[config.mk]
export PLATFORM = sky130hd
export DESIGN_NAME = barcode_tx
export DESIGN_NICKNAME = d
export VERILOG_FILES = /design/src/rtl/barcode_pkg.sv /design/src/rtl/bc_cell_timer.sv /design/src/rtl/barcode_tx.sv
export SDC_FILE = /design/constraint.sdc
export NUM_CORES = 1
export LEC_CHECK = 0
export CAP_MARGIN = 5
export CELL_PAD_IN_SITES_DETAIL_PLACEMENT = 0
export CELL_PAD_IN_SITES_GLOBAL_PLACEMENT = 1
export CORE_ASPECT_RATIO = 1.2
export CORE_UTILIZATION = 25
export CTS_BUF_LIST = sky130_fd_sc_hd__clkbuf_4 sky130_fd_sc_hd__clkbuf_8
export CTS_CLUSTER_SIZE = 14
export DETAILED_ROUTE_END_ITERATION = 12
export PLACE_DENSITY_LB_ADDON = 0.25
export SLEW_MARGIN = 40
export SYNTH_ARGS = -nofsm -noshare
export SYNTH_HDL_FRONTEND = slang
export SYNTH_SLANG_ARGS = --single-unit
export TNS_END_PERCENT = 100
[constraint.sdc]
create_clock -name clk -period 2.35 [get_ports clk]
set_input_delay 0.47 -clock clk [delete_from_list [all_inputs] [get_ports clk]]
set_output_delay 0.47 -clock clk [all_outputs]
set_load 0.05 [all_outputs]
[src/rtl/barcode_pkg.sv]
// Shared definitions for the barcode link (transmitter and receiver):
// FSM state type and the low-pulse fractions of each cell type.
package barcode_pkg;

  typedef enum logic [1:0] {StIdle, StStart, StData} bc_state_e;

  // Low portion of a cell as num/den of the bit period
  localparam int unsigned StartLowNum = 1;
  localparam int unsigned StartLowDen = 2;
  localparam int unsigned Bit1LowNum  = 1;
  localparam int unsigned Bit1LowDen  = 4;
  localparam int unsigned Bit0LowNum  = 3;
  localparam int unsigned Bit0LowDen  = 4;

  function automatic int unsigned bc_low_clocks(input int unsigned period,
                                                input int unsigned num,
                                                input int unsigned den);
    return period * num / den;
  endfunction

endpackage

[src/rtl/bc_cell_timer.sv]
// Bit-cell timer: free-runs 0..BIT_PERIOD-1 while not cleared and flags the
// low/high transition points and the cell boundary.
module bc_cell_timer
  import barcode_pkg::*;
#(
  parameter int unsigned BIT_PERIOD = 512
) (
  input  logic i_clk,
  input  logic i_rst,
  input  logic i_clear,
  output logic o_quarter,
  output logic o_half,
  output logic o_three_quarter,
  output logic o_cell_end
);

  localparam int unsigned CntW = $clog2(BIT_PERIOD);
  localparam logic [CntW-1:0] LastCnt    = CntW'(BIT_PERIOD - 1);
  localparam logic [CntW-1:0] QuarterCnt =
      CntW'(bc_low_clocks(BIT_PERIOD, Bit1LowNum, Bit1LowDen));
  localparam logic [CntW-1:0] HalfCnt    =
      CntW'(bc_low_clocks(BIT_PERIOD, StartLowNum, StartLowDen));
  localparam logic [CntW-1:0] ThreeQCnt  =
      CntW'(bc_low_clocks(BIT_PERIOD, Bit0LowNum, Bit0LowDen));

  logic [CntW-1:0] r_cnt;
  logic            r_cell_end;

  // cell_end is registered so it never fires on the very first count of a frame
  always_ff @(posedge i_clk) begin
    if (i_rst || i_clear) begin
      r_cnt      <= '0;
      r_cell_end <= 1'b0;
    end else begin
      r_cell_end <= (r_cnt == LastCnt);
      r_cnt      <= (r_cnt == LastCnt) ? '0 : r_cnt + 1'b1;
    end
  end

  assign o_quarter       = (r_cnt == QuarterCnt);
  assign o_half          = (r_cnt == HalfCnt);
  assign o_three_quarter = (r_cnt == ThreeQCnt);
  assign o_cell_end      = r_cell_end;

endmodule

[src/rtl/barcode_tx.sv]
// Barcode line transmitter: start cell plus 8 pulse-width data cells, MSB first.
// Define BC_ID_CHECK_EN to reject IDs with ID[7:6] != 2'b00 (pulses id_err).
module barcode_tx
  import barcode_pkg::*;
#(
  parameter int unsigned BIT_PERIOD = 512
) (
  input  logic       clk,
  input  logic       rst,
  input  logic       send,
  input  logic [7:0] ID,
  output logic       BC,
  output logic       busy,
  output logic       done,
  output logic       id_err
);

  bc_state_e  r_state, w_state_nx;
  logic [7:0] r_sh, w_sh_nx;
  logic [2:0] r_bit, w_bit_nx;
  logic       r_bc, w_bc_nx;
  logic       r_busy, w_busy_nx;
  logic       r_done, w_done_nx;
  logic       r_id_err, w_id_err_nx;

  logic w_quarter, w_half, w_three_q, w_cell_end;
  logic w_id_ok, w_last_cell, w_timer_clr;

`ifdef BC_ID_CHECK_EN
  assign w_id_ok = (ID[7:6] == 2'b00);
`else
  assign w_id_ok = 1'b1;
`endif

  assign w_last_cell = (r_state == StData) && w_cell_end && (r_bit == 3'd0);
  // Restart the cell timer on a chained request accepted at the frame-end edge
  assign w_timer_clr = (r_state == StIdle) || w_last_cell;

  bc_cell_timer #(
    .BIT_PERIOD(BIT_PERIOD)
  ) u_timer (
    .i_clk          (clk),
    .i_rst          (rst),
    .i_clear        (w_timer_clr),
    .o_quarter      (w_quarter),
    .o_half         (w_half),
    .o_three_quarter(w_three_q),
    .o_cell_end     (w_cell_end)
  );

  always_ff @(posedge clk) begin
    if (rst) begin
      r_state  <= StIdle;
      r_sh     <= '0;
      r_bit    <= '0;
      r_bc     <= 1'b1;
      r_busy   <= 1'b0;
      r_done   <= 1'b0;
      r_id_err <= 1'b0;
    end else begin
      r_state  <= w_state_nx;
      r_sh     <= w_sh_nx;
      r_bit    <= w_bit_nx;
      r_bc     <= w_bc_nx;
      r_busy   <= w_busy_nx;
      r_done   <= w_done_nx;
      r_id_err <= w_id_err_nx;
    end
  end

  always_comb begin
    w_state_nx  = r_state;
    w_sh_nx     = r_sh;
    w_bit_nx    = r_bit;
    w_bc_nx     = r_bc;
    w_busy_nx   = r_busy;
    w_done_nx   = 1'b0;
    w_id_err_nx = 1'b0;

    unique case (r_state)
      StIdle: begin
        if (send) begin
          if (w_id_ok) begin
            w_state_nx = StStart;
            w_sh_nx    = ID;
            w_bit_nx   = 3'd7;
          end else begin
            w_id_err_nx = 1'b1;
          end
        end
      end
      StStart: begin
        // First cycle in START (busy still low) drives the frame's first falling edge
        if (!r_busy) begin
          w_bc_nx   = 1'b0;
          w_busy_nx = 1'b1;
        end else if (w_cell_end) begin
          w_state_nx = StData;
          w_bc_nx    = 1'b0;
        end else if (w_half) begin
          w_bc_nx = 1'b1;
        end
      end
      StData: begin
        if (w_cell_end) begin
          if (r_bit == 3'd0) begin
            w_bc_nx    = 1'b1;
            w_busy_nx  = 1'b0;
            w_done_nx  = 1'b1;
            w_state_nx = StIdle;
            if (send) begin
              if (w_id_ok) begin
                w_state_nx = StStart;
                w_sh_nx    = ID;
                w_bit_nx   = 3'd7;
              end else begin
                w_id_err_nx = 1'b1;
              end
            end
          end else begin
            w_bit_nx = r_bit - 3'd1;
            w_bc_nx  = 1'b0;
          end
        end else if (r_sh[r_bit] ? w_quarter : w_three_q) begin
          w_bc_nx = 1'b1;
        end
      end
      default: w_state_nx = StIdle;
    endcase
  end

  assign BC     = r_bc;
  assign busy   = r_busy;
  assign done   = r_done;
  assign id_err = r_id_err;

endmodule

==> flow_summary_export.csv, run 1 <==
group,metric,value,unit
drt,ant_nets,0,
global_routing,grt_pass1_vias,928,
clocking,ctsResizeCount,0,
final_layout,design_area,0.001536,sq mm
setup_path,start_kind,"register",
die,die_h,80.77,um
run,maxCapViolations,0,
power_and_ir_drop,peakVddDrop,312.4,uV
timing,fmax,0.5081,GHz
die,start_util,26.17,%
clocking,cts_tree,"done",
placed_design,portBuffers,13,
outcome,status,"complete, no violations",
clocking,insertion_delay,270,ps
global_routing,grt_use_total,9.879,%
final_layout,final_common_cell,"nor2_1",
final_layout,multi_input_area,706.9,sq um
clocking,numCtsBuffers,3,
timing,fin_tns_setup,0,ps
setup_path,crit_family,"buffers and inverters",
timing,final_max_slew_viol_count,0,
timing,period_needed,1968,ps
clocking,hold_buffers,0,
clocking,clkTransAtPathRegs,90,ps
die,core,0.004940,sq mm
global_routing,grt-ovfl-total,0,
placed_design,gp_congestion,0.7517,
final_layout,layoutNonFillerInstCount,218,
drt,top_layer_used,"met4",
setup_path,critPathArrivalTime,1500,ps
placed_design,dpl_worst_slack,413.8,ps
timing,worst_slack,382.0,ps
placed_design,dp_cells,214,
die,die-area,0.005463,sq mm
final_layout,fillers,513,
die,dieWidth,67.64,um
setup_path,crit_cells,1,
clocking,clock_sinks,26,
timing,rsz0062_at_grt,"no",
final_layout,drive_gt1_share,3.165,%
power_and_ir_drop,p_leak,0.6165,nW
setup_path,reg2regPathDepth,6,
timing,setup_viol,0,
final_layout,finalNetCount,180,
global_routing,grt_pass1_wl,4064,um
global_routing,antenna_found_initial,0,
logic_synthesis,synth_edf_count,0,
drt,drc,0,
clocking,cts_buffer_depth,2,
drt,vias,990,
min_path,hold_depth,1,
drt,wl_met3,68,um
setup_path,worstSetupEndpointType,"primary output",
setup_path,cpMaxStageDelayCell,"clkdlybuf4s50_1",
final_layout,final_cell_mix,"nor2_1, dfxtp_1, clkdlybuf4s50_1",
drt,wire_per_inst,11.05,um
setup_path,critPathMaxStageDelay,830,ps
clocking,post-cts-setup-buffers,0,
timing,finalCritPeriodShare,83.74,%
final_layout,syn_to_final_growth,18.88,%
placed_design,dpl_cell_area,0.001481,sq mm
drt,wl,2408,um
global_routing,grt_max_degree,18,
logic_synthesis,syn_nets,166,
timing,finClkSkew,4.864,ps
drt,via_per_inst,4.541,
die,io_pins,15,
timing,report.final.hold_viol_count,0,
logic_synthesis,synth_area,0.001292,sq mm
final_layout,n_antenna_cell,0,
die,rows,28,
drt,first_iter_violations,50,
final_layout,ff_latch_area,520.5,sq um
logic_synthesis,ys_seq_area_share,40.27,%
setup_path,cp.required,1880,ps
setup_path,cp_max_fo,5,
drt,wl_met1,1137,um
logic_synthesis,ys_ff_latch,26,
logic_synthesis,avgSynthCellArea,8.914,sq um
setup_path,crit_chain,"clkdlybuf4s50_1",
logic_synthesis,yosys.cell_types.count,30,
placed_design,hpwl,1834,um
clocking,htreeDepth,1,
power_and_ir_drop,power.total,1.455,mW
logic_synthesis,ys.flop_type,"dfxtp_1",
min_path,hp-class,"register to register",
setup_path,critPathKind,"register to primary output",
logic_synthesis,synth_warnings,0,
power_and_ir_drop,cellPowerDensity,947.2,mW/mm^2
drt,drt-pass1-iter-count,4,
logic_synthesis,async_flop_share,0,%
drt,wl_met2,1176,um
clocking,cts_root_buf,"clkbuf_8",
logic_synthesis,syn_inst,145,
setup_path,worst-path-buf-inv,1,
-- state kept, by name, indices dropped and copies added, names as in the netlist --
| register | count |
|---|---|
| BC | 1 |
| done | 1 |
| r_state | 2 |
| r_bit | 3 |
| r_sh | 8 |
| u_timer.r_cnt | 9 |
| busy | 1 |
| u_timer.o_cell_end | 1 |
-- area by class of cell --
class	count	area share (%)
multi-input combinational	103	46.01
sequential	26	33.88
timing repair buffer	14	8.958
tap	60	4.886
clock buffer	4	3.583
inverter	11	2.687
-- synthesized netlist by cell type, drive strengths merged, types with 2 or more instances --
cell type,number,area (sq um)
ha,10,125.1
xnor2,4,35.03
xor2,3,26.28
o21ai,3,15.01
buf,2,12.51
mux2i,11,110.1
a211oi,2,15.01
dfxtp,26,520.5
nor2,27,101.4
nand3,3,15.01
nor2b,3,18.77
inv,11,41.29
and3,3,18.77
nor3,3,15.01
or3,2,12.51
a22oi,2,15.01
a21oi,5,25.02
nand2b,2,12.51
clkbuf,3,11.26
mux4,2,52.55
nand2,10,37.54
-- kinds of logic after synthesis --
| group | synth area share [%] |
|---|---|
| mux | 12.59 |
| compound gates | 7.841 |
| fa+ha+maj | 9.681 |
| buf+inv | 5.034 |
| other cells | 0.2901 |
| flops | 40.27 |
| xor+xnor | 4.744 |
| simple gates | 19.56 |
-- path summary, 6_finish.rpt --
check / slack (ps) / from / to
min reg2reg: 470 / u_timer.r_cnt[0]$_SDFF_PP0_ / u_timer.r_cnt[0]$_SDFF_PP0_
min: 470 / u_timer.r_cnt[0]$_SDFF_PP0_ / u_timer.r_cnt[0]$_SDFF_PP0_
max reg2reg: 410 / r_state[0]$_SDFFE_PP0P_ / r_sh[4]$_SDFFE_PP0P_
max: 380 / busy$_SDFFE_PP0P_ / busy
-- metal layers --
metal / vias up / track usage [%]
met5: - / 0
met4: 0 / 3.830
met3: 2 / 2.528
met2: 12 / 16.44
met1: 467 / 11.93
li1: 509 / -
-- power breakdown --
group | switching, mW | internal (mW)
Sequential | 0.0637 | 0.518
Combinational | 0.330 | 0.257
Clock | 0.137 | 0.150
-- metrics by stage --
| stage | hold WS (ps) | util (%) |
|---|---|---|
| floorplan | 429.7 | - |
| global placement | 451.2 | 29.99 |
| detailed placement | 453.6 | 29.99 |
| CTS | 475.3 | 31.10 |
| global route | 515.3 | 31.10 |
| finish | 467.6 | 31.10 |
Power figures use the tool's default switching activity.
==> run 2: changes to the inputs <==
==> constraint.sdc (replaced) <==
create_clock -name clk -period 1.79 [get_ports clk]
set_input_delay 0.358 -clock clk [delete_from_list [all_inputs] [get_ports clk]]
set_output_delay 0.358 -clock clk [all_outputs]
set_load 0.05 [all_outputs]
==> run 2 against run 1 <==
  * Routed wire length rose by 3.5%
  * Cell area rose by 3.2%
  * Hold slack improved by 13 ps
  * First-iteration DRC count did not move
  * Highest routed layer unchanged
  * Via count rose by 0.91%
  * Clock power rose by 14%
==> flow_summary_export.csv, run 2 (synthesis gave the netlist of run 1 again) <==
group,metric,value,unit
outcome,status,"complete, no violations",
power_and_ir_drop,p_leak,0.6460,nW
die,io_pins,15,
setup_path,worstSetupEndpointType,"register",
final_layout,reg_top3,"u_timer.r_cnt (9), r_sh (8), r_bit (3)",
global_routing,use_met3,2.107,%
setup_path,reg2reg_to,"r_state[0]$_SDFFE_PP0P_",
die,die-area,0.005463,sq mm
global_routing,met1_usage,12.81,%
final_layout,largest_register_ffs,9,
placed_design,gp_congestion,0.7640,
global_routing,grt_use_total,10.49,%
min_path,hold_depth,1,
power_and_ir_drop,peakVddDrop,358.2,uV
power_and_ir_drop,power.total,1.974,mW
die,dieWidth,67.64,um
timing,worst_hold_slack,480.3,ps
placed_design,portBuffers,13,
final_layout,final_util,32.09,%
power_and_ir_drop,cellPowerDensity,1245,mW/mm^2
placed_design,dpl_worst_slack,36.70,ps
setup_path,cpMaxStageDelayCell,"or3_1",
final_layout,fillers,514,
timing,rsz0062_at_grt,"no",
setup_path,start_kind,"register",
min_path,min_from,"r_bit[0]$_SDFFE_PP0P_",
setup_path,critPathKind,"register to register",
drt,via_per_inst,4.500,
setup_path,cp_max_fo,6,
timing,period_needed,1700,ps
timing,finClkSkew,2.777,ps
clocking,cts_root_buf,"clkbuf_8",
clocking,insertion_delay,270,ps
setup_path,critPathArrivalTime,1900,ps
setup_path,cp.required,1990,ps
drt,wl,2492,um
setup_path,crit_chain,"inv_1 > ha_1 > nand2b_4 > a22oi_1 > o221ai_1 > or3_1 > a21oi_1",
final_layout,ff_latch_area,524.3,sq um
die,die_h,80.77,um
die,core,0.004940,sq mm
drt,drt-pass1-iter-count,6,
die,start_util,26.17,%
timing,worst_slack,90.20,ps
global_routing,grt_pass1_vias,985,
placed_design,dpl_cell_area,0.001524,sq mm
final_layout,n_antenna_cell,0,
final_layout,design_area,0.001585,sq mm
global_routing,grt.met2_usage,16.93,%
global_routing,grt_max_degree,18,
drt,wire_per_inst,11.23,um
final_layout,drive_gt1_share,10.49,%
drt,ant_nets,0,
final_layout,final_common_cell,"nor2_1",
final_layout,multi_input_area,723.2,sq um
run,maxCapViolations,0,
timing,report.final.hold_viol_count,0,
global_routing,antenna_found_initial,0,
timing,final_max_slew_viol_count,0,
clocking,htreeDepth,1,
placed_design,hpwl,1930,um
clocking,clkTransAtPathRegs,90,ps
final_layout,final_cell_mix,"nor2_1, dfxtp_1, inv_1, mux2i_1",
die,rows,28,
drt,vias,999,
timing,fmax,0.5883,GHz
clocking,numCtsBuffers,3,
global_routing,grt-ovfl-total,0,
min_path,hp-class,"register to register",
setup_path,reg2reg_from,"r_bit[0]$_SDFFE_PP0P_",
final_layout,largest-register,"u_timer.r_cnt",
final_layout,finalNetCount,185,
setup_path,critPathMaxStageDelay,380,ps
min_path,whs_endpoint,"r_bit[0]$_SDFFE_PP0P_",
drt,first_iter_violations,50,
global_routing,grt_busiest_layer,"met2",
clocking,clock_sinks,26,
drt,drc,0,
global_routing,grt_pass1_wl,4257,um
clocking,cts_tree,"done",
setup_path,reg2regPathDepth,7,
final_layout,syn_to_final_growth,22.65,%
timing,setup_viol,0,
setup_path,rrSetupSlack,90,ps
clocking,cts_buffer_depth,2,
timing,finalCritPeriodShare,94.96,%
==> run 2: critical path: cells and delay by family (launching register included) <==
family,cells,cell delay [ps]
AOI/OAI and AO/OA,3,510
adders and majority gates,1,210
buffers and inverters,1,80
DFF,1,370
and+or+nand+nor,2,460
==> run 2: worst max-delay path by stage <==
stage               cells after the start               startpoint                           to  slack, ps
floorplan                               7  r_state[0]$_SDFFE_PP0P_         r_sh[0]$_SDFFE_PP0P_        160
global placement                        5    r_bit[0]$_SDFFE_PP0P_              BC$_SDFFE_PP1P_       -0.1
detailed placement                      5    r_bit[0]$_SDFFE_PP0P_              BC$_SDFFE_PP1P_         40
CTS                                     5  r_state[1]$_SDFFE_PP0P_  u_timer.r_cnt[5]$_SDFF_PP0_         50
global route                            7    r_bit[0]$_SDFFE_PP0P_      r_state[0]$_SDFFE_PP0P_          8
finish                                  7    r_bit[0]$_SDFFE_PP0P_      r_state[0]$_SDFFE_PP0P_         90
==> run 2: through the flow <==
step           cells  TNS (ps)
5_1_grt          222         0
3_3_place_gp     219   -0.1260
2_1_floorplan    145         0
6_report         222         0
3_5_place_dp     219         0
4_1_cts          222         0
==> run 2: what timing repair did <==
item	CTS	global route
pin swaps	0	0
endpoints found under the setup margin	1	19
setup buffers	0	0
gates cloned	0	0
gates resized for setup	1	6
hold buffers	0	0
==> run 2: power by group <==
part | switching (mW) | leakage [nW] | internal, mW
clock | 0.175 | 0.0216 | 0.151
sequential | 0.0738 | 0.213 | 0.683
combinational | 0.468 | 0.411 | 0.424
==> run 2: cell type report <==
type | instances | share of cell area [%]
Multi-Input combinational cell | 103 | 45.62
Sequential cell | 26 | 33.07
Timing Repair Buffer | 19 | 11.37
Tap cell | 60 | 4.736
Clock buffer | 3 | 2.605
Inverter | 11 | 2.605
==> run 2: metal layers <==
| metal | part of all wire, % | up-vias |
|---|---|---|
| met1 | 46 | 460 |
| met4 | 2.4 | 0 |
| li1 | - | 516 |
| met3 | 3.4 | 6 |
| met5 | 0 | - |
| met2 | 48 | 17 |
==> run 3: changes to the inputs <==
--- a/config.mk
+++ b/config.mk
@@ -18,4 +18,4 @@
 export SYNTH_ARGS = -nofsm -noshare
 export SYNTH_HDL_FRONTEND = slang
 export SYNTH_SLANG_ARGS = --single-unit
-export TNS_END_PERCENT = 100
+export TNS_END_PERCENT = 50
==> results of run 3 <==
The final DEF is identical to that of run 2; final timing and power are the same.
